$ cat src/rtl/pll_lock_supervisor.sv
// Supervisor for the iCE40 PLL: sequences PLL reset, qualifies a synchronised LOCK,
// re-resets on lock loss, and latches a fault after bounded timeout retries.
module pll_lock_supervisor #(
    parameter int PLL_RST_CYCLES     = 16,
    parameter int LOCK_STABLE_CYCLES = 256,
    parameter int LOCK_TIMEOUT       = 65536,
    parameter int MAX_RETRIES        = 3,
    parameter int SYNC_STAGES        = 2
) (
    input  logic       REFERENCECLK,
    input  logic       RESET,
    input  logic       LOCK,
    input  logic       CLEAR_FAULT,
    output logic       PLL_RESETB,
    output logic       READY,
    output logic       FAULT,
    output logic [7:0] RELOCK_CNT,
    output logic [2:0] STATE
);

    localparam int PH_MAX = (PLL_RST_CYCLES > LOCK_STABLE_CYCLES) ? PLL_RST_CYCLES
                                                                  : LOCK_STABLE_CYCLES;
    localparam int PH_W   = $clog2(PH_MAX) + 1;
    localparam int TMO_W  = $clog2(LOCK_TIMEOUT) + 1;
    localparam int RTY_W  = $clog2(MAX_RETRIES) + 1;

    localparam logic [PH_W-1:0]  PH_TOP  = PH_W'(PH_MAX);
    localparam logic [PH_W-1:0]  RST_END = PH_W'(PLL_RST_CYCLES);
    localparam logic [PH_W-1:0]  STB_END = PH_W'(LOCK_STABLE_CYCLES);
    localparam logic [TMO_W-1:0] TMO_END = TMO_W'(LOCK_TIMEOUT - 1);
    localparam logic [RTY_W-1:0] RTY_MAX = RTY_W'(MAX_RETRIES);

    typedef enum logic [2:0] {
        S_RST    = 3'd0,
        S_WAIT   = 3'd1,
        S_STABLE = 3'd2,
        S_RUN    = 3'd3,
        S_FAULT  = 3'd4
    } state_t;

    state_t               state;
    state_t               nxt;
    state_t               tmo_nxt;
    logic [SYNC_STAGES-1:0] sync;
    logic                 lock_s;
    logic [PH_W-1:0]      phase_cnt;
    logic [TMO_W-1:0]     tmo_cnt;
    logic [RTY_W-1:0]     retry_cnt;
    logic                 tmo_hit;
    logic                 stable_done;
    logic                 in_wt;
    logic                 nx_wt;

    // LOCK comes from the PLL's own domain; only the last stage is used.
    always_ff @(posedge REFERENCECLK) begin
        if (!RESET) sync <= '0;
        else        sync <= {sync[SYNC_STAGES-2:0], LOCK};
    end

    assign lock_s = sync[SYNC_STAGES-1];

    // phase_cnt counts cycles spent in the current state; the entry edge counts as 1.
    assign tmo_hit     = (tmo_cnt == TMO_END);
    assign stable_done = lock_s && (phase_cnt == STB_END);
    assign in_wt       = (state == S_WAIT) || (state == S_STABLE);
    assign nx_wt       = (nxt == S_WAIT) || (nxt == S_STABLE);

    always_comb begin
        nxt     = state;
        tmo_nxt = (retry_cnt < RTY_MAX) ? S_RST : S_FAULT;
        case (state)
            S_RST:    if (phase_cnt == RST_END) nxt = S_WAIT;
            S_WAIT: begin
                if (tmo_hit)     nxt = tmo_nxt;
                else if (lock_s) nxt = S_STABLE;
            end
            // Completion beats timeout; timeout beats a lock drop.
            S_STABLE: begin
                if (stable_done)  nxt = S_RUN;
                else if (tmo_hit) nxt = tmo_nxt;
                else if (!lock_s) nxt = S_WAIT;
            end
            S_RUN:    if (!lock_s) nxt = S_RST;
            S_FAULT:  if (CLEAR_FAULT) nxt = S_RST;
            default:  nxt = S_RST;
        endcase
    end

    always_ff @(posedge REFERENCECLK) begin
        if (!RESET) begin
            state      <= S_RST;
            phase_cnt  <= '0;
            tmo_cnt    <= '0;
            retry_cnt  <= '0;
            RELOCK_CNT <= '0;
            PLL_RESETB <= 1'b0;
            READY      <= 1'b0;
            FAULT      <= 1'b0;
            STATE      <= 3'd0;
        end else begin
            state <= nxt;

            if (nxt != state)           phase_cnt <= {{(PH_W-1){1'b0}}, 1'b1};
            else if (phase_cnt != PH_TOP) phase_cnt <= phase_cnt + 1'b1;

            // Runs across WAIT<->STABLE bounces; any other path restarts it.
            tmo_cnt <= (in_wt && nx_wt) ? tmo_cnt + 1'b1 : '0;

            if ((state == S_STABLE && nxt == S_RUN) ||
                (state == S_RUN    && nxt == S_RST) ||
                (state == S_FAULT  && nxt == S_RST))
                retry_cnt <= '0;
            else if (in_wt && nxt == S_RST)
                retry_cnt <= retry_cnt + 1'b1;

            if (state == S_RUN && nxt == S_RST && RELOCK_CNT != 8'hFF)
                RELOCK_CNT <= RELOCK_CNT + 8'd1;

            // Outputs are decoded from the next state so they stay flop-driven.
            PLL_RESETB <= (nxt != S_RST) && (nxt != S_FAULT);
            READY      <= (nxt == S_RUN);
            FAULT      <= (nxt == S_FAULT);
            STATE      <= nxt;
        end
    end

endmodule

$ cat config.mk
export PLATFORM = sky130hd
export DESIGN_NAME = pll_lock_supervisor
export DESIGN_NICKNAME = d
export VERILOG_FILES = /design/src/rtl/pll_lock_supervisor.sv
export SDC_FILE = /design/constraint.sdc
export NUM_CORES = 1
export LEC_CHECK = 0
export BUFFER_PORTS_ARGS = -buffer_cell sky130_fd_sc_hd__buf_2
export CORE_MARGIN = 5
export CORE_UTILIZATION = 33
export CTS_CLUSTER_SIZE = 30
export DETAILED_ROUTE_END_ITERATION = 10
export GPL_ROUTABILITY_DRIVEN = 1
export GPL_TIMING_DRIVEN = 0
export SYNTH_ARGS = -nofsm -noshare
export SYNTH_HDL_FRONTEND = slang
export SYNTH_SLANG_ARGS = --single-unit
$ cat constraint.sdc
create_clock -name REFERENCECLK -period 2.9 [get_ports REFERENCECLK]
set_input_delay 0.435 -clock REFERENCECLK [delete_from_list [all_inputs] [get_ports REFERENCECLK]]
set_output_delay 0.435 -clock REFERENCECLK [all_outputs]
set_load 0.02 [all_outputs]
Yosys cells after proc, flatten, opt, wreduce, memory -nomap -nowiden
Index checks and enable logic that the tools add are counted.
- flip-flop bits (word level): 45
- word-level logic and storage cells: 62
- output and inout port bits: 14
- muxes and demuxes: 12
- equal/unequal tests: 15
- bitwise operators: 1
- magnitude comparators: 1
- reduce and logical (&&, ||, !) cells: 19
- add/sub/neg operators: 4
- operator list (operator ; count):
    3-bit two-way mux ; 9
    17-bit by 1-bit adder with 17-bit output, second input constant ; 1
    17-bit by 16-bit equality test with 1-bit output, second input constant ; 1
    3-bit case mux with 5 select lines ; 1
    3-bit by 2-bit equality test with 1-bit output, second input constant ; 4
    9-bit by 1-bit adder with 9-bit output, second input constant ; 1
    9-bit by 5-bit equality test with 1-bit output, second input constant ; 1
    9-bit equality test, second input constant ; 1
    9-bit inequality test, second input constant ; 1
    8-bit by 1-bit adder with 8-bit output, second input constant ; 1
    1-bit logical AND ; 8
    8-bit inequality test, second input constant ; 1
    3-bit by 1-bit equality test with 1-bit output, second input constant ; 2
    3-bit equality test, second input constant ; 2
    3-bit logical NOT ; 2
    1-bit logical OR ; 4
    2-bit OR reduction ; 2
    3-bit by 1-bit adder with 3-bit output, second input constant ; 1
    3-bit by 2-bit less-than comparator with 1-bit output, second input constant ; 1
    3-bit inequality test ; 1
    3-bit inequality test, second input constant ; 1
    3-bit nonzero test ; 1
    1-bit two-way mux ; 2
    2-bit AND reduction ; 1
    2 further kinds ; 2

Logic depth before layout (Yosys ltp)
- depth after elaboration: 10
- mapped depth: 12
- mapped depth without buffers: 10

Worst setup path after synthesis
No wires, ideal clock.
- kind: register to register
- from: register tmo_cnt[0]
- to: register phase_cnt[1]
- cell stages (with the launch flop): 12
- arrival time: 2472 ps
- setup slack: 299 ps
- required time: 2771 ps
- cells stage by stage: dfxtp_1 ha_1 inv_1 nor4_1 and3_1 ha_1 nand3b_1 a211o_1 a31oi_2 o32a_1 buf_6 nor3_2
- cells in the longest elaborated chain, start to end: 6
- ends and longest elaborated chain (what ; RTL line ; source):
    from (decl) ; 47 ; logic [TMO_W-1:0] tmo_cnt;
    from (signal assigned) ; 107 ; tmo_cnt <= (in_wt && nx_wt) ? tmo_cnt + 1'b1 : '0;
    17-bit by 16-bit equality test with 1-bit output (*) ; 63 ; assign tmo_hit = (tmo_cnt == TMO_END);
    3-bit two-way mux ; 80 ; else if (tmo_hit) nxt = tmo_nxt;
    3-bit two-way mux ; 79 ; if (stable_done) nxt = S_RUN;
    3-bit case mux with 5 select lines (*) ; 71 ; case (state)
    3-bit inequality test (*) ; 103 ; if (nxt != state) phase_cnt <= {{(PH_W-1){1'b0}}, 1'b1};
    2-bit OR reduction (no line) (*) ; n/a ;
    to (signal assigned) ; 103 ;
    to (signal assigned) ; 104 ; else if (phase_cnt != PH_TOP) phase_cnt <= phase_cnt + 1'b1;
    to (decl) ; 46 ; logic [PH_W-1:0] phase_cnt;
Mark *: on every way between the ends. The rest lies on a longest branch, timed or not.
A chain may end at the register's enable or synchronous reset.

Worst setup path in the final report
- from: register tmo_cnt[0]
- to: register phase_cnt[4]
The elaborated chain is that of the path after synthesis.

==> results.sh <==
export IMPL_routed_wl_met2_um=1920
export IMPL_place_congestion=0.754
export IMPL_status="finished, final reports clean"
export IMPL_required_ns=3.07
export IMPL_hold_end="sync[0]"
export IMPL_rsz0062_at_grt="false"
export IMPL_ys_seq_area_frac=0.389
export IMPL_grt_max_degree=15
export IMPL_io_pins=18
export IMPL_die_area_um2=8790
export IMPL_rows=30
export IMPL_synth_flop_cell="dfxtp_1"
export IMPL_worst_r2r_cell_count=11
export IMPL_crit_type="register to register"
export IMPL_cp_end_kind="register"
export IMPL_die_w_um=93.8
export IMPL_synth_cell_type_count=51
export IMPL_cp_max_fo=9
export IMPL_nNetsFinal=281
export IMPL_drt_pass1_iterations=4
export IMPL_fin_skew_ns=0.00896
export IMPL_worstMarginPinSlew_ns=0.449
export IMPL_arrival_ns=2.90
export IMPL_r2r_start="tmo_cnt[0]"
export IMPL_ctsHoldBuffers=0
export IMPL_die_h_um=93.8
export IMPL_powerDensity_nw_per_um2=435
export IMPL_hold_path_class="input port to register"
export IMPL_async_flop_share=0
export IMPL_vias_per_cell=4.74
export IMPL_slew_headroom=0.700
export IMPL_synth_cells=246
export IMPL_startpoint_type="register"
export IMPL_cpMaxStageDelayCell="dfxtp_2"
export IMPL_synth_seq_cells=45
export IMPL_gr_total_overflow=0
export IMPL_ant_nets=0
export IMPL_post_dp_cell_area_um2=2520
export IMPL_cts_buffers=5
export IMPL_finalCriticalPeriod_ns=2.73
export IMPL_wl_met3_um=149
export IMPL_initial_core_util=0.341
export IMPL_max_freq_mhz=367
export IMPL_root_buffer="clkbuf_8"
export IMPL_holdCritStartpoint="LOCK"
export IMPL_drive_above_1_share=0.210
export IMPL_grt_pass1_vias=1608
export IMPL_synth_nets=257
export IMPL_portBuffers=17
export IMPL_antenna_found_initial=0
export IMPL_fin_setup_tns_ns=0
export IMPL_power_leakage_uw=0.000981
export IMPL_synth_edf_count=0
export IMPL_vias=1740
export IMPL_finalCritPeriodShare=0.940
export IMPL_wl_met1_um=2260
export IMPL_vdd_drop_max_uv=183
export IMPL_finalInstanceArea_um2=2670
export IMPL_max_stage_delay_ns=0.37
export IMPL_fin_hold_ws_ns=0.337
export IMPL_dpl_hpwl_um=3240
export IMPL_yosysWarnings=0
export IMPL_hold_viol_final=0
export IMPL_cts_tree="built"
export IMPL_detail_route_iter0_violations=89
export IMPL_wire_per_inst_um=11.9
export IMPL_cts_sinks=45
export IMPL_drv_cap=0
export IMPL_cts_buffer_depth=2
export IMPL_top_layer="met4"
export IMPL_drc=0
export IMPL_min_path_cells=2
export IMPL_path_cells="ha_1, inv_1, nor4_4, and3_1, ha_2, nand3b_1, a211o_1, a31oi_4, o32a_1, buf_6, nor3_2"
export IMPL_grt_use_total=0.108
export IMPL_clk_pin_slew_ns=0.09
export IMPL_ff2ff_setup_slack_ns=0.17
export IMPL_fp_coreArea_um2=6790
export IMPL_grt_pass1_wl_um=7640
export IMPL_setup_viol=0
export IMPL_clk_latency_ns=0.30
export IMPL_syn_mean_instance_area_um2=9.41
export IMPL_post_cts_setup_buffer_count=0
export IMPL_wl_um=4370
export IMPL_syn_cell_area_um2=2310
export IMPL_slew_viol_final=0
export IMPL_synthToLayoutAreaGrowth_pct=15.2
export IMPL_r2r_end="phase_cnt[4]"
export IMPL_n_antenna_cell=0
export IMPL_htree_levels=2
## worst max-delay path: cells and delay by family (launching register included)
| family | cells | cell delay (ns) |
|---|---|---|
| AOI/OAI and AO/OA | 3 | 0.72 |
| adders and majority gates | 2 | 0.47 |
| buffers and inverters | 2 | 0.26 |
| DFF | 1 | 0.37 |
| and+or+nand+nor | 4 | 0.79 |
## what timing repair did
item                       4_1_cts  5_1_grt
setup endpoints to repair        9        9
resized for setup                1        4
pin swaps                        0        0
## layout make-up
class	count	area, µm²
clock buffer	6	82.6
inverter	7	26.3
tap	96	120
fill	707	4130
clock inverter	2	37.5
timing repair buffer	17	85.1
multi-input combinational	186	1350
buffer	8	65.1
sequential	45	902
## metal layers
metal,GRT usage,vias up
met3,0.0296,5
met1,0.149,807
li1,-,908
met2,0.162,20
met4,0.0325,0
met5,0,-
## where the power goes
part           internal (µW)  switching [µW]  total, µW  leakage [µW]
clock network            280             216        496     0.0000574
logic                   14.4            21.8       36.2      0.000560
registers                622            5.22        628      0.000364
total                    917             243       1160      0.000981
## Yosys cell counts (5+ instances only)
cell type | number | area, µm²
a21oi_1 | 5 | 25.0
and2_1 | 8 | 50.1
and3_1 | 6 | 37.5
dfxtp_1 | 45 | 901
ha_1 | 7 | 87.6
inv_1 | 6 | 22.5
nand2_1 | 17 | 63.8
nand3_1 | 16 | 80.1
nand4_1 | 5 | 31.3
nor2_1 | 22 | 82.6
nor2_4 | 7 | 78.8
nor2b_1 | 5 | 31.3
nor3_2 | 8 | 80.1
o21a_1 | 6 | 45.0
xnor2_1 | 12 | 105
xor2_1 | 16 | 140
## layout by cell type (no fill, tap or decap), drive strengths merged, types with 2 or more instances in the layout
master,synthesis,final
a31oi,2,2
buf,6,23
nand3,16,16
nor2,32,32
nand2b,2,2
mux2i,2,2
nor4,2,2
or3b,2,2
nor2b,5,5
nor4b,3,3
a21oi,5,5
dfxtp,45,45
nand4,5,5
a211o,2,2
nor3b,2,2
o211ai,2,2
and2,8,8
and3,7,7
ha,7,7
nand3b,2,2
xnor2,12,12
nand2,17,17
clkbuf,2,8
or3,3,3
inv,7,7
xor2,16,16
a21boi,3,3
nor3,9,9
o21a,6,6
o32a,2,2
## registers in the layout (all words and copies together) (netlist names)
signal and flops:
phase_cnt 9, retry_cnt 3, FAULT 1, RELOCK_CNT 8, tmo_cnt 17, sync 2, state 3, PLL_RESETB 1
READY 1
## worst max-delay path by stage
stage | from | to | cells past startpoint
after floorplan | tmo_cnt[0] | phase_cnt[1] | 11
after global placement | tmo_cnt[0] | phase_cnt[8] | 11
after detailed placement | tmo_cnt[0] | phase_cnt[4] | 11
after CTS | tmo_cnt[0] | phase_cnt[4] | 11
after global routing | tmo_cnt[2] | phase_cnt[0] | 10
final | tmo_cnt[0] | phase_cnt[4] | 11
## kinds of logic (layout without fill, tap and decap cells)
logic type | count (synthesis) | after routing | synth area share
simple gates | 119 | 119 | 0.319
buf+inv | 15 | 40 | 0.0395
fa+ha+maj | 7 | 7 | 0.0378
xor+xnor | 28 | 28 | 0.106
compound gates | 30 | 30 | 0.0995
mux | 2 | 2 | 0.00865
flops | 45 | 45 | 0.389
## through the flow
| stage | util | power [µW] | instances | setup slack, ns |
|---|---|---|---|---|
| floorplan | - | 667 | 246 | 0.299 |
| finish | 0.393 | 1160 | 367 | 0.173 |
| CTS | 0.390 | 1180 | 367 | 0.0213 |
| global route | 0.393 | 1210 | 367 | 0.00272 |
| global placement | 0.371 | 678 | 359 | -0.0881 |
| detailed placement | 0.371 | 679 | 359 | -0.0761 |
Power figures use the tool's default switching activity.
